### src/rtl/arb8_rr.sv
// Eight-way round-robin arbiter with registered one-hot grant, a fairness
// pointer that advances past each released owner, and an optional hold limit.
module arb8_rr #(
    parameter int unsigned MAX_HOLD = 16,
    parameter int unsigned CNT_W    = 8
) (
    input  logic       clk,
    input  logic       rst_n,
    input  logic [7:0] req,
    output logic [7:0] gnt,
    output logic [2:0] gnt_idx,
    output logic       gnt_valid,
    output logic       any_req,
    output logic       preempt
);

    typedef enum logic [1:0] {
        IDLE,
        OWN,
        GAP
    } state_e;

    state_e           state_q,    state_d;
    logic [7:0]       gnt_q,      gnt_d;
    logic [2:0]       gnt_idx_q,  gnt_idx_d;
    logic [2:0]       ptr_q,      ptr_d;
    logic [CNT_W-1:0] hold_cnt_q, hold_cnt_d;
    logic             preempt_q,  preempt_d;

    logic [2:0] win_idx;
    logic [2:0] cand;
    logic       owner_req;
    logic       hold_hit;
    logic       release_now;

    assign any_req     = |req;
    assign owner_req   = req[gnt_idx_q];
    assign hold_hit    = (MAX_HOLD != 0) && (hold_cnt_q == CNT_W'(MAX_HOLD));
    assign release_now = !owner_req || hold_hit;

    // Scan from the farthest slot back towards ptr so the last hit is the
    // first requester in circular order starting at ptr.
    always_comb begin
        win_idx = '0;
        cand    = '0;
        for (int unsigned k = 8; k > 0; k--) begin
            cand = ptr_q + 3'(k - 1);
            if (req[cand]) begin
                win_idx = cand;
            end
        end
    end

    always_ff @(posedge clk or negedge rst_n) begin
        if (!rst_n) begin
            state_q    <= IDLE;
            gnt_q      <= '0;
            gnt_idx_q  <= '0;
            ptr_q      <= '0;
            hold_cnt_q <= '0;
            preempt_q  <= 1'b0;
        end else begin
            state_q    <= state_d;
            gnt_q      <= gnt_d;
            gnt_idx_q  <= gnt_idx_d;
            ptr_q      <= ptr_d;
            hold_cnt_q <= hold_cnt_d;
            preempt_q  <= preempt_d;
        end
    end

    always_comb begin
        state_d = state_q;
        case (state_q)
            IDLE:    if (any_req) state_d = OWN;
            OWN:     if (release_now) state_d = GAP;
            GAP:     state_d = IDLE;
            default: state_d = IDLE;
        endcase
    end

    always_comb begin
        gnt_d      = gnt_q;
        gnt_idx_d  = gnt_idx_q;
        ptr_d      = ptr_q;
        hold_cnt_d = hold_cnt_q;
        preempt_d  = 1'b0;
        case (state_q)
            IDLE: begin
                if (any_req) begin
                    gnt_d      = 8'b1 << win_idx;
                    gnt_idx_d  = win_idx;
                    hold_cnt_d = CNT_W'(1);
                end
            end
            OWN: begin
                if (release_now) begin
                    gnt_d      = '0;
                    gnt_idx_d  = '0;
                    ptr_d      = gnt_idx_q + 3'd1;
                    hold_cnt_d = '0;
                    // A coincident deassert is a normal release, not a preemption.
                    preempt_d  = owner_req;
                end else if (hold_cnt_q != '1) begin
                    hold_cnt_d = hold_cnt_q + CNT_W'(1);
                end
            end
            default: ;
        endcase
    end

    assign gnt       = gnt_q;
    assign gnt_idx   = gnt_idx_q;
    assign gnt_valid = |gnt_q;
    assign preempt   = preempt_q;

endmodule

### config.mk
export PLATFORM = sky130hd
export DESIGN_NAME = arb8_rr
export DESIGN_NICKNAME = d
export VERILOG_FILES = /design/src/rtl/arb8_rr.sv
export SDC_FILE = /design/constraint.sdc
export NUM_CORES = 1
export LEC_CHECK = 0
export ABC_AREA = 1
export ABC_CLOCK_PERIOD_IN_PS = 4900
export CORE_UTILIZATION = 30
export CTS_CLUSTER_SIZE = 14
export DETAILED_ROUTE_END_ITERATION = 10
export SLEW_MARGIN = 5
export SYNTH_ARGS = -nofsm -noshare
export SYNTH_HDL_FRONTEND = slang
export SYNTH_SLANG_ARGS = --single-unit
### constraint.sdc
create_clock -name clk -period 4.9 [get_ports clk]
set_input_delay 0.735 -clock clk [delete_from_list [all_inputs] [get_ports clk]]
set_output_delay 0.735 -clock clk [all_outputs]
set_load 0.01 [all_outputs]
==> impl_metrics.sql <==
INSERT INTO impl_metrics (metric_group, metric, value, unit) VALUES
('run_status', 'outcome', 'complete, no violations', ''),
('global_routing', 'via_count_of_the_first_global_routing_pass', '1837', ''),
('worst_setup_path', 'worstSetupStartpointType', 'primary input', ''),
('yosys', 'syn-mean-instance-area', '6.76', 'um^2'),
('cells_and_area', 'multi_input_gate_area_in_the_final_layout', '1160', 'um^2'),
('yosys', 'synth_compound_area_frac', '0.102', ''),
('place', 'port_buffers', '23', ''),
('yosys', 'netlist_area', '1980', 'um^2'),
('timing', 'fin_hold_viols', '0', ''),
('yosys', 'yosys.cell_count.top_type', 'sky130_fd_sc_hd__nand2_1', ''),
('yosys', 'synthFlopType', 'sky130_fd_sc_hd__dfrtp_1', ''),
('floorplanning', 'initial_utilization', '0.312', ''),
('route', 'detail_route.first_pass.iterations', '4', ''),
('worst_setup_path', 'critPathMaxFanout', '4', ''),
('run', 'max_cap_viols', '0', ''),
('timing', 'clock.fmax', '0.333', 'GHz'),
('global_routing', 'grt_first_pass_wirelength', '8130', 'um'),
('route', 'overall_via_count_from_detail_route', '1879', ''),
('min_path', 'min_path_type', 'reg -> reg', ''),
('route', 'route.antenna.remaining_nets', '0', ''),
('floorplanning', 'dieWidth', '83.3', 'um'),
('cells_and_area', 'postLayoutCoreUtil', '0.369', ''),
('clocking', 'post-cts-setup-buffers', '0', ''),
('yosys', 'dominant_combinational_cell_family_by_area_after_synthesis', 'simple AND/OR/NAND/NOR gates', ''),
('yosys', 'yosys.cell_types.count', '32', ''),
('floorplanning', 'fp.coreArea', '6350', 'um^2'),
('global_routing', 'pin_count_of_the_biggest_net_entering_global_routing', '26', ''),
('cells_and_area', 'fillCellCount', '669', ''),
('clocking', 'cts_num_sinks', '25', ''),
('worst_setup_path', 'critical_path_class', 'in -> out', ''),
('floorplanning', 'dieHeight', '83.3', 'um'),
('clocking', 'cts.clk_slew.worst_paths', '0.09', 'ns'),
('cells_and_area', 'design.final.nets', '335', ''),
('yosys', 'synth-seq-area-share', '0.316', ''),
('clocking', 'worstSkewPairLatency', '0.27', 'ns'),
('floorplanning', 'ioPinCount', '24', ''),
('timing', 'slew_violations', '0', ''),
('clocking', 'clock_tree.root_cell', 'sky130_fd_sc_hd__clkbuf_8', ''),
('route', 'drtIter0Drc', '102', ''),
('yosys', 'xor_xnor_portion_of_the_synthesized_cell_area', '0.0177', ''),
('cells_and_area', 'drive_gt1_frac', '0.116', ''),
('cells_and_area', 'final_cell_area', '2350', 'um^2'),
('cells_and_area', 'antenna_cells', '0', ''),
('yosys', 'synth-edff-count', '0', ''),
('clocking', 'cts.path.max_buffers', '2', ''),
('timing', 'finalSetupViolations', '0', ''),
('yosys', 'synth.top_cells.by_area', 'sky130_fd_sc_hd__dfrtp_1, sky130_fd_sc_hd__nand2_1, sky130_fd_sc_hd__nand3_1', ''),
('place', 'placement.cell_area', '2300', 'um^2'),
('yosys', 'post_synth_inst_count', '293', ''),
('pwr', 'ir_worst_vdd', '0.255', 'mV'),
('global_routing', 'overflow', '0', ''),
('clocking', 'ctsHtreeMaxLevel', '1', ''),
('timing', 'timing.clock.skew', '0.00750', 'ns'),
('timing', 'final_period_minus_worst_setup_slack', '3.00', 'ns'),
('yosys', 'yosys_warnings', '0', ''),
('place', 'gp_congestion', '0.840', ''),
('yosys', 'simple_gate_share_of_the_synthesized_area', '0.436', ''),
('pwr', 'p_leak', '1.18', 'nW'),
('yosys', 'synth_mux_area_frac', '0', ''),
('cells_and_area', 'seq_area', '626', 'um^2'),
('yosys', 'synth.ff_latch_count', '25', ''),
('yosys', 'synth_fa_ha_area_frac', '0.0316', ''),
('floorplanning', 'placement_rows', '29', ''),
('yosys', 'async_flop_share', '1.00', ''),
('route', 'detail_route.drc_violations', '0', ''),
('worst_setup_path', 'worstPathArrival', '2.26', 'ns'),
('route', 'wl', '4570', 'um'),
('yosys', 'synth.cells.most_frequent', 'sky130_fd_sc_hd__nand2_1, sky130_fd_sc_hd__nand3_1, sky130_fd_sc_hd__inv_1', ''),
('clocking', 'cts_inserted_buffers', '3', ''),
('yosys', 'synth.top_cell.area_share', '0.316', ''),
('timing', 'grt_setup_unrepaired', 'no', '');
power breakdown:
| group | total [mW] | switching [mW] | internal [mW] |
|---|---|---|---|
| clock network | 0.129 | 0.0697 | 0.0595 |
| logic | 1.26 | 0.808 | 0.455 |
| registers | 0.341 | 0.0775 | 0.264 |
path summary, 6_finish.rpt:
check | slack, ns | cells after the start | to | startpoint
hold / removal | 0.52 | 2 | gnt[6] | gnt[6]
max in group asynchronous | 3.84 | 2 | gnt_idx[0] | rst_n
hold reg to reg | 0.52 | 2 | gnt[6] | gnt[6]
min in group asynchronous | 0.82 | 2 | hold_cnt_q[5] | rst_n
setup reg to reg | 2.17 | 18 | gnt[2] | ptr_q[0]
setup / recovery | 1.90 | 6 | any_req | req[7]
layout by cell type (no fill, tap or decap), drive strengths merged, types with 3 or more instances in the layout:
cell type and instances:
nor3 3, clkdlybuf4s50 23, inv 47, nand2 107, nand3 44, o21ai 9, nor2 17, clkbuf 3
nor4 3, ha 5, a21oi 15, dfrtp 25, nand4 3
layout make-up:
class | instances | area share
multi-input combinational | 220 | 0.496
sequential | 25 | 0.267
clock buffer | 3 | 0.0176
tap | 77 | 0.0411
inverter | 46 | 0.0736
timing repair buffer | 24 | 0.101
clock inverter | 1 | 0.00373
per-layer routing:
layer  global-route usage  vias up  part of all wire
li1                     -      990                 -
met1                0.185      849              0.48
met2                0.235       36              0.47
met3               0.0229        4             0.043
met4               0.0313        0            0.0070
met5                    0        -                 0
worst max-delay path: stages:
cell	delay [ns]
sky130_fd_sc_hd__clkdlybuf4s50_1	0.47
sky130_fd_sc_hd__nor2_1	0.14
sky130_fd_sc_hd__nand3_1	0.08
sky130_fd_sc_hd__nor3_1	0.14
sky130_fd_sc_hd__nand3_1	0.17
sky130_fd_sc_hd__clkdlybuf4s50_1	0.52
kinds of logic after synthesis:
logic type	count (synthesis)
adders and majority gates	5
AOI/OAI and AO/OA	32
xor gates and xnor gates	4
DFF	25
buffers and inverters	48
and+or+nand+nor	179
flip-flops by register name (all words and copies together) (netlist names):
name	flops
gnt	8
hold_cnt_q	8
gnt_idx	3
ptr_q	3
state_q	2
preempt	1
metrics by stage:
step,power [mW],setup WS (ns),cells
detailed placement,1.61,1.91,392
CTS,1.74,1.90,396
global placement,1.60,1.94,392
finish,1.73,1.90,396
floorplan,1.32,2.82,293
global route,1.96,1.85,396
No activity file was read; power rests on OpenSTA's default activity.
